<file path="config.mk">
export PLATFORM = sky130hd
export DESIGN_NAME = calc_sequencer_flat
export DESIGN_NICKNAME = d
export VERILOG_FILES = /design/src/rtl/calc_sequencer_if.sv /design/src/rtl/calc_sequencer.sv /design/src/flat_wrapper.sv
export SDC_FILE = /design/constraint.sdc
export NUM_CORES = 1
export LEC_CHECK = 0
export ABC_CLOCK_PERIOD_IN_PS = 1700
export CAP_MARGIN = 20
export CORE_ASPECT_RATIO = 2
export CORE_MARGIN = 2
export CORE_UTILIZATION = 48
export CTS_CLUSTER_SIZE = 12
export DETAILED_ROUTE_END_ITERATION = 12
export PLACE_DENSITY = 0.82
export SLEW_MARGIN = 5
export SYNTH_ARGS = -nofsm -noshare
export SYNTH_HDL_FRONTEND = slang
export SYNTH_SLANG_ARGS = --single-unit
</file>
<file path="constraint.sdc">
create_clock -name clk -period 1.7 [get_ports clk]
set_input_delay 0.17 -clock clk [delete_from_list [all_inputs] [get_ports clk]]
set_output_delay 0.17 -clock clk [all_outputs]
set_load 0.01 [all_outputs]
</file>
<file path="src/rtl/calc_sequencer_if.sv">
// Request/response link between calc_sequencer (master) and the shared
// multi-cycle arithmetic unit (slave).
interface calc_sequencer_if;
  logic       op_start;
  logic [1:0] op_sel;
  logic [3:0] op_a;
  logic [3:0] op_b;
  logic       op_done;
  logic [7:0] op_res;

  modport master (
    output op_start, op_sel, op_a, op_b,
    input  op_done, op_res
  );

  modport slave (
    input  op_start, op_sel, op_a, op_b,
    output op_done, op_res
  );
endinterface

</file>
<file path="src/rtl/calc_sequencer.sv">
// calc_sequencer: debounces the four op buttons, latches operands from sw,
// runs one start/done transaction on the arithmetic unit and holds the
// result for the display path.
// Optional feature macro: CALC_SEQ_TIMEOUT_EN bounds the wait for op_done
// to TMO_CYCLES cycles and reports a timeout as err=1.
module calc_sequencer #(
  parameter int DEB_CYCLES = 1_000_000,
  parameter int TMO_CYCLES = 255
) (
  input  logic                    clk,
  input  logic                    rst,
  input  logic [3:0]              btn,
  input  logic [7:0]              sw,
  calc_sequencer_if.master        bus,
  output logic [7:0]              res,
  output logic                    sign,
  output logic                    err,
  output logic                    busy
);

  localparam int CNT_W = $clog2(DEB_CYCLES + 1);

  if (DEB_CYCLES < 2) begin : g_bad_deb
    $error("DEB_CYCLES must be at least 2");
  end
  if (TMO_CYCLES < 1 || TMO_CYCLES > 255) begin : g_bad_tmo
    $error("TMO_CYCLES must fit the 8-bit wait counter (1..255)");
  end

  typedef enum logic [2:0] {
    S_IDLE,
    S_LATCH,
    S_START,
    S_WAIT,
    S_SHOW
  } state_t;

  state_t           r_state;
  state_t           w_next;

  logic [3:0]       r_btn_s1;
  logic [3:0]       r_btn_s2;
  logic [3:0]       r_deb_pat;
  logic [CNT_W-1:0] r_deb_cnt;
  logic             r_fired;

  logic [1:0]       r_op_sel;
  logic [3:0]       r_op_a;
  logic [3:0]       r_op_b;
  logic [7:0]       r_res;
  logic             r_sign;
  logic             r_err;
  logic             r_busy;

  logic [3:0]       w_sync;
  logic             w_onehot;
  logic             w_press;
  logic [1:0]       w_idx;
  logic             w_div0;

`ifdef CALC_SEQ_TIMEOUT_EN
  logic [7:0]       r_tmo;
  logic             w_tmo;
  assign w_tmo = (r_tmo == 8'(TMO_CYCLES - 1));
`endif

  assign w_sync   = r_btn_s2;
  assign w_onehot = (w_sync != 4'd0) && ((w_sync & (w_sync - 4'd1)) == 4'd0);
  // One event per press: the pattern must have been seen for DEB_CYCLES
  // consecutive cycles, and r_fired blocks repeats until all buttons release.
  assign w_press  = w_onehot && (w_sync == r_deb_pat) &&
                    (r_deb_cnt == CNT_W'(DEB_CYCLES - 1)) && !r_fired;
  assign w_div0   = (r_op_sel == 2'd3) && (sw[3:0] == 4'd0);

  assign bus.op_start = (r_state == S_START);
  assign bus.op_sel   = r_op_sel;
  assign bus.op_a     = r_op_a;
  assign bus.op_b     = r_op_b;
  assign res          = r_res;
  assign sign         = r_sign;
  assign err          = r_err;
  assign busy         = r_busy;

  // Encode the debounced one-hot button pattern into the operation code.
  always_comb begin
    w_idx = 2'd0;
    case (w_sync)
      4'b0010: w_idx = 2'd1;
      4'b0100: w_idx = 2'd2;
      4'b1000: w_idx = 2'd3;
      default: w_idx = 2'd0;
    endcase
  end

  // Synchronise raw buttons and count how long a single button stays pressed.
  always_ff @(posedge clk or posedge rst) begin
    if (rst) begin
      r_btn_s1  <= 4'd0;
      r_btn_s2  <= 4'd0;
      r_deb_pat <= 4'd0;
      r_deb_cnt <= '0;
      r_fired   <= 1'b0;
    end else begin
      r_btn_s1 <= btn;
      r_btn_s2 <= r_btn_s1;
      if (!w_onehot) begin
        r_deb_pat <= 4'd0;
        r_deb_cnt <= '0;
      end else if (w_sync != r_deb_pat) begin
        r_deb_pat <= w_sync;
        r_deb_cnt <= CNT_W'(1);
      end else if (r_deb_cnt != CNT_W'(DEB_CYCLES - 1)) begin
        r_deb_cnt <= r_deb_cnt + CNT_W'(1);
      end
      if (w_sync == 4'd0) begin
        r_fired <= 1'b0;
      end else if (w_press) begin
        r_fired <= 1'b1;
      end
    end
  end

  // State register.
  always_ff @(posedge clk or posedge rst) begin
    if (rst) begin
      r_state <= S_IDLE;
    end else begin
      r_state <= w_next;
    end
  end

  // Next-state logic; press events outside IDLE and op_done outside WAIT are dropped.
  always_comb begin
    w_next = r_state;
    case (r_state)
      S_IDLE:  if (w_press) w_next = S_LATCH;
      S_LATCH: w_next = w_div0 ? S_SHOW : S_START;
      S_START: w_next = S_WAIT;
      S_WAIT: begin
        if (bus.op_done) begin
          w_next = S_SHOW;
        end
`ifdef CALC_SEQ_TIMEOUT_EN
        else if (w_tmo) begin
          w_next = S_SHOW;
        end
`endif
      end
      S_SHOW:  w_next = S_IDLE;
      default: w_next = S_IDLE;
    endcase
  end

  // Operand/result registers; busy rises with the press and falls with the result.
  always_ff @(posedge clk or posedge rst) begin
    if (rst) begin
      r_op_sel <= 2'd0;
      r_op_a   <= 4'd0;
      r_op_b   <= 4'd0;
      r_res    <= 8'd0;
      r_sign   <= 1'b0;
      r_err    <= 1'b0;
      r_busy   <= 1'b0;
`ifdef CALC_SEQ_TIMEOUT_EN
      r_tmo    <= 8'd0;
`endif
    end else begin
      case (r_state)
        S_IDLE: begin
          if (w_press) begin
            r_op_sel <= w_idx;
            r_busy   <= 1'b1;
          end
        end
        S_LATCH: begin
          r_op_a <= sw[7:4];
          r_op_b <= sw[3:0];
          if (w_div0) begin
            r_res  <= 8'd0;
            r_sign <= 1'b0;
            r_err  <= 1'b1;
            r_busy <= 1'b0;
          end
        end
        S_START: begin
`ifdef CALC_SEQ_TIMEOUT_EN
          r_tmo <= 8'd0;
`endif
        end
        S_WAIT: begin
          if (bus.op_done) begin
            r_res  <= bus.op_res;
            r_sign <= (r_op_sel == 2'd1) && (r_op_a < r_op_b);
            r_err  <= 1'b0;
            r_busy <= 1'b0;
          end
`ifdef CALC_SEQ_TIMEOUT_EN
          else if (w_tmo) begin
            r_res  <= 8'd0;
            r_sign <= 1'b0;
            r_err  <= 1'b1;
            r_busy <= 1'b0;
          end else begin
            r_tmo <= r_tmo + 8'd1;
          end
`endif
        end
        default: ;
      endcase
    end
  end

endmodule

</file>
<file path="src/flat_wrapper.sv">
// flat-port wrapper written by rule: the top's interface ports become plain ports
module calc_sequencer_flat 
#(
  parameter int DEB_CYCLES = 1_000_000,
  parameter int TMO_CYCLES = 255
)
  (clk, rst, btn, sw, res, sign, err, busy, bus_op_start, bus_op_sel, bus_op_a, bus_op_b, bus_op_done, bus_op_res);
  calc_sequencer_if bus_i ();
  input  logic clk;
  input  logic rst;
  input  logic [3:0] btn;
  input  logic [7:0] sw;
  output logic [7:0] res;
  output logic sign;
  output logic err;
  output logic busy;
  output wire logic [$bits(bus_i.op_start)-1:0] bus_op_start;
  output wire logic [$bits(bus_i.op_sel)-1:0] bus_op_sel;
  output wire logic [$bits(bus_i.op_a)-1:0] bus_op_a;
  output wire logic [$bits(bus_i.op_b)-1:0] bus_op_b;
  input wire logic [$bits(bus_i.op_done)-1:0] bus_op_done;
  input wire logic [$bits(bus_i.op_res)-1:0] bus_op_res;
  assign bus_op_start = bus_i.op_start;
  assign bus_op_sel = bus_i.op_sel;
  assign bus_op_a = bus_i.op_a;
  assign bus_op_b = bus_i.op_b;
  assign bus_i.op_done = bus_op_done;
  assign bus_i.op_res = bus_op_res;
  calc_sequencer #(.DEB_CYCLES(DEB_CYCLES), .TMO_CYCLES(TMO_CYCLES)) u_core (.clk(clk), .rst(rst), .btn(btn), .sw(sw), .bus(bus_i), .res(res), .sign(sign), .err(err), .busy(busy));
endmodule
</file>
==> metrics.txt, run 1 <==
clock tree from TritonCTS=yes; total count of max-transition violations in the final report=0; min setup slack post-route=-90.7 ps; top area cells in the synthesized netlist=dfrtp_1 51%, nand4_1 3.4%, a21oi_1 2.7%; kind of start point of the critical path=flop; Post-Layout Inst Area=4110 um^2; DPL Wire Length=4770 um; Yosys warnings=0; crit-path max FO=6; Period Utilization, post-route=1.05; weighted congestion at the end of routability-driven global placement=0.793; hold violation count in the final report=0; Core Footprint=5660 um^2; routed wirelength normalized by instance count=18.7 um; overall routed net length=7890 um; area of placed instances=3590 um^2; global router's overall resource usage=0.255; fraction of layout cells with a size suffix above 1=0.335; status=complete, but fails checks; maximum frequency from static timing analysis=558 MHz; DRC=0; clock tree skew after final layout=11.5 ps; total number of vias=2503; Leakage=1.77 nW; via count of the first global-routing pass=2622; antenna violations before repair=0; final setup vio count=16; area fraction of the dominant cell type after synthesis=0.512; number of iterations in the first detailed-routing pass=4; highest ir drop seen on vdd=0.00124 V; count of maximum capacitance violations=0; full die area=6460 um^2; clock input transition at the sequential cells of the worst setup and hold paths=50 ps; layout-stage area growth over the synthesis result=47.5%; netlist area before placement=2790 um^2; Antenna Cells=0; setup repair after global routing missed its margin=true; Overflow after GRT=0; number of buffers inserted by hold repair at cts=0; required time at the endpoint of the critical path=1910 ps; number of top-level design ports=45; crit path DAT=2000 ps; H-tree Lvls=3; total nets after synthesis=281; root buffer cell=clkbuf_16; EDFF count, synth=0; floorplan row count=39; Detail Route Antenna Nets=0; async set-reset flop share out of synthesis=1.00; Slew @ Worst Pin=657 ps; cell count after synthesis=254; power per standard cell area=1250 nW/um^2; Cell variety after synth=53; die outline height=112 um; worst hold slack across all endpoints=210 ps; nature of the critical path endpoint=flop; Clock Latency Late Sink=330 ps; maximum number of pins on one net before global-route repair=58; Max Buffers Root-to-Sink=2; wire length of the first global-routing pass=12400 um; cell accounting for the most synthesized area=dfrtp_1; nets@finish=383; violated checks=setup timing; IO buf count=44; primary flip-flop cell chosen by synthesis mapping=dfrtp_1; FILL cells=360; Seq/Total Area, Yosys=0.512; initial DRC count=111; post-DR vias/cell=5.93; max_slew headroom=0.561; type of the most critical hold path=in -> async; initial cell density of the core=0.492; mean area per synthesized cell=11.0 um^2; number of sinks driven by the clock tree=57; time the final worst path needs with I/O delays and setup=1790 ps; TritonCTS buffer count=9; horizontal die dimension=57.9 um; #FFs+latches synth=57; category of the most critical setup path=reg -> reg
[state kept, by name, indices dropped and copies added, names as in the netlist]
register,flops
u_core.bus.op_sel,2
u_core.r_btn_s2,4
u_core.busy,1
u_core.err,1
u_core.res,8
u_core.bus.op_a,4
u_core.r_deb_cnt,20
u_core.sign,1
u_core.bus.op_b,4
u_core.r_deb_pat,4
u_core.r_btn_s1,4
u_core.r_state,3
u_core.r_fired,1
[final cells by class]
cell class                 count  area, um^2  area share
inverter                      20        75.1      0.0183
sequential                    57        1430       0.348
timing repair buffer         106         948       0.231
clock inverter                 5        55.1      0.0134
tap                           61        76.3      0.0186
multi-input combinational    162        1280       0.311
clock buffer                  11         243      0.0591
[placed cells by master (no fill, tap or decap), types with 6 or more instances in the layout]
cell and count:
clkdlybuf4s50_1 43, or3_1 6, nand2_1 13, dfrtp_1 53, nand4_1 15, a21oi_1 13
clkbuf_16 9, o21ai_0 7, buf_4 55, o21ai_2 9, nor2_1 11, inv_1 19
[power breakdown]
part	internal [mW]	switching, mW	total, mW
registers	1.61	0.207	1.81
clock network	1.17	0.624	1.79
logic	0.799	0.745	1.54
total	3.57	1.58	5.15
[layer usage]
layer  track usage  up-vias  share of wire
li1              -     1117              -
met1         0.264     1243           0.34
met2         0.447      114           0.57
met3        0.0569       29          0.048
met4         0.158        0          0.043
met5             0        -              0
[cell families after synthesis]
kind of cell / share of synthesized area
AOI/OAI and AO/OA: 0.135
and+or+nand+nor: 0.213
xor gates and xnor gates: 0.0314
muxes: 0.0238
adders and majority gates: 0.0180
buffers and inverters: 0.0665
DFF: 0.512
[worst paths after layout]
check | start | endpoint | slack [ps] | cells past startpoint
worst max-delay path | u_core.r_btn_s2[1] | u_core.bus.op_sel[0] | -90 | 4
worst min-delay path | rst | u_core.res[3] | 210 | 3
worst max register to register | u_core.r_btn_s2[1] | u_core.bus.op_sel[0] | -90 | 4
worst min register to register | u_core.r_btn_s1[0] | u_core.r_btn_s2[0] | 350 | 0
max in group asynchronous | rst | u_core.r_btn_s2[2] | 1190 | 3
min in group clk | btn[0] | u_core.r_btn_s1[0] | 280 | 1
[worst max-delay path, stage by stage, from the launching register on]
cell and delay [ps]:
dfrtp_1 510, nor4b_4 360, a211oi_4 110, nor4_4 330
mux2_1 350
[per-stage QoR]
step           setup TNS [ps]   util  power (mW)  setup WS (ps)  cells
3_5_place_dp            -5350  0.635        3.27           -380    394
4_1_cts                  -203  0.704        5.10          -80.4    416
5_1_grt                 -2070  0.726        5.37           -194    422
3_3_place_gp            -4140  0.635        3.22           -338    394
6_report                 -877  0.726        5.15          -90.7    422
2_1_floorplan           -15.5      -        2.58          -15.5    254
[timing repair]
action,CTS,global route
resized for setup,13,18
pin swaps,6,7
setup endpoints to repair,35,35
buffers inserted,6,6
[cells in the mapped netlist (6+ instances only)]
cell type  count
nand4_1       15
buf_2          6
or3_1          6
nand3_1        6
dfrtp_1       57
nand2_1       13
o21ai_0        7
a21oi_1       15
nor2_1        11
o21ai_2        8
inv_1         20
Power figures use the tool's default switching activity.
==> run 2: changes to the inputs <==
--- a/config.mk
+++ b/config.mk
@@ -9,10 +9,10 @@
 export CAP_MARGIN = 20
 export CORE_ASPECT_RATIO = 2
 export CORE_MARGIN = 2
-export CORE_UTILIZATION = 48
+export CORE_UTILIZATION = 35
 export CTS_CLUSTER_SIZE = 12
 export DETAILED_ROUTE_END_ITERATION = 12
-export PLACE_DENSITY = 0.82
+export PLACE_DENSITY = 0.64
 export SLEW_MARGIN = 5
 export SYNTH_ARGS = -nofsm -noshare
 export SYNTH_HDL_FRONTEND = slang
==> run 2 against run 1 <==
The run still ends with setup timing left; sequential power fell by 3%; critical path depth increased by 3; non-clock buffer count shrank 3; global-route usage fell by 8.9 points; design area grew 3.2%; combinational power barely moved; clock power decreased by 2%; sequential share of layout area shrank 1.1 points; clock skew decreased by 4.0 ps; sequential cell count is the same; largest power group unchanged; highest routed layer unchanged.
==> metrics.txt, run 2 (synthesized netlist as in run 1, its figures left out) <==
final setup vio count=9; IO buf count=44; Top reg by flops=u_core.r_deb_cnt; commonest cells after routing, fill and taps aside=53 x dfrtp_1, 51 x buf_4, 43 x clkdlybuf4s50_1; root buffer cell=clkbuf_16; dpl cells=427; via count of the first global-routing pass=2476; total count of max-transition violations in the final report=0; crit-path max FO=6; min setup slack post-route=-106 ps; dominant cell type by count on the critical path=buf_4; wire length of the first global-routing pass=11200 um; setup repair after global routing missed its margin=true; area of placed instances=3610 um^2; TritonCTS buffer count=9; worst reg-to-reg setup slack=-110 ps; critical path buffer and inverter count=3; clock input transition at the sequential cells of the worst setup and hold paths=50 ps; Max Buffers Root-to-Sink=2; full die area=8730 um^2; maximum frequency from static timing analysis=554 MHz; busiest grt layer=met2; number of top-level design ports=45; type of the most critical hold path=in -> async; count of maximum capacitance violations=0; post-DR vias/cell=5.16; Post-Layout Inst Area=4240 um^2; nets@finish=380; Antenna Cells=0; DPL Wire Length=4670 um; final cell count without fillers=454; Clock Latency Late Sink=320 ps; layout-stage area growth over the synthesis result=52.2%; clock tree skew after final layout=7.45 ps; GR met2 Demand/Resource=0.277; hold violation count in the final report=0; cell-by-cell trace of the critical path=xnor2_1 > nand4_1 > buf_6 > buf_4 > buf_4 > nor4_4 > a211oi_2; number of iterations in the first detailed-routing pass=4; highest ir drop seen on vdd=0.000861 V; met3 capacity usage during global routing=0.0457; total number of vias=2342; kind of start point of the critical path=flop; initial cell density of the core=0.356; Core Footprint=7830 um^2; fraction of layout cells with a size suffix above 1=0.388; status=complete, but fails checks; delay of the slowest cell on the worst path=480 ps; time the final worst path needs with I/O delays and setup=1810 ps; maximum number of pins on one net before global-route repair=31; number of buffers inserted by hold repair at cts=0; violated checks=setup timing; DRC=0; floorplan row count=46; initial DRC count=120; most common cell after layout, fill and taps aside=dfrtp_1; die outline height=130 um; weighted congestion at the end of routability-driven global placement=0.815; global router's overall resource usage=0.166; category of the most critical setup path=reg -> reg; nature of the critical path endpoint=flop; GR Layer Usage met1=0.201; antenna violations before repair=0; critical-path cell with the highest stage delay=dfrtp_2; Leakage=1.79 nW; Largest register FFs=20; overall routed net length=6760 um; max_slew headroom=0.622; crit path DAT=2000 ps; Overflow after GRT=0; clock tree from TritonCTS=yes; kind of cell adding the most delay to the critical path=simple AND/OR/NAND/NOR gates; horizontal die dimension=67.1 um; power per standard cell area=1180 nW/um^2; number of sinks driven by the clock tree=57; routed wirelength normalized by instance count=14.9 um; Slew @ Worst Pin=565 ps; Period Utilization, post-route=1.06; Detail Route Antenna Nets=0; FILL cells=663; total design power=5.02 mW; H-tree Lvls=3; required time at the endpoint of the critical path=1900 ps
## run 2: changes by cell type in the layout (fill, tap and decap cells not counted), moves of 2 or more
| cell | change |
|---|---|
| a21oi_1 | -8 |
| a21oi_2 | +8 |
| buf_4 | -4 |
| nor2_1 | -4 |
| nor2_4 | +3 |
| or4_1 | -3 |
| or4_4 | +3 |
| buf_8 | +2 |
## run 2: routing by layer
metal	share of wire	vias to the layer above	wire length (um)
met3	0.052	15	352
met1	0.40	1141	2710
met4	0.019	0	131
met5	0	-	0
li1	-	1116	-
met2	0.53	70	3570
## run 2: per-stage QoR
| step | util | TNS (ps) | hold slack, ps | setup slack (ps) |
|---|---|---|---|---|
| after floorplan | - | -15.5 | 201 | -15.5 |
| after global placement | 0.461 | -5140 | 335 | -306 |
| after detailed placement | 0.461 | -5550 | 338 | -335 |
| after CTS | 0.511 | -265 | 238 | -99.5 |
| after global routing | 0.541 | -1680 | 271 | -174 |
| final | 0.541 | -312 | 231 | -106 |
## run 2: repair_timing
action / CTS / global route
resized for setup: 16 / 46
buffers inserted: 5 / 6
pin swaps: 9 / 13
cloned: 0 / 0
endpoints found under the setup margin: 25 / 34
## run 2: where the power goes
| part | internal (mW) | total, mW | switching [mW] |
|---|---|---|---|
| registers | 1.60 | 1.76 | 0.156 |
| clock network | 1.13 | 1.75 | 0.623 |
| logic | 0.802 | 1.51 | 0.709 |
## run 2: cell type report
class	count	area, um^2	share of cell area
Multi-Input combinational cell	162	1390	0.327
Sequential cell	57	1430	0.338
Clock inverter	7	71.3	0.0168
Clock buffer	9	225	0.0531
Inverter	20	75.1	0.0177
Tap cell	96	120	0.0283
Timing Repair Buffer	103	928	0.219
## run 2: tightest hold or removal path, stage by stage
cell and delay, ps:
clkdlybuf4s50_1 410, inv_2 60, buf_4 320
## run 2: path summary, 6_finish.rpt
check                                    from                  end  cells after the start
hold reg to reg            u_core.r_btn_s1[1]   u_core.r_btn_s2[1]                      0
max in group asynchronous                 rst   u_core.r_btn_s2[3]                      3
setup / recovery           u_core.r_btn_s2[3]  u_core.r_deb_cnt[0]                      7
min in group clk                       btn[3]   u_core.r_btn_s1[3]                      1
hold / removal                            rst   u_core.r_btn_s1[2]                      3
setup reg to reg           u_core.r_btn_s2[3]  u_core.r_deb_cnt[0]                      7
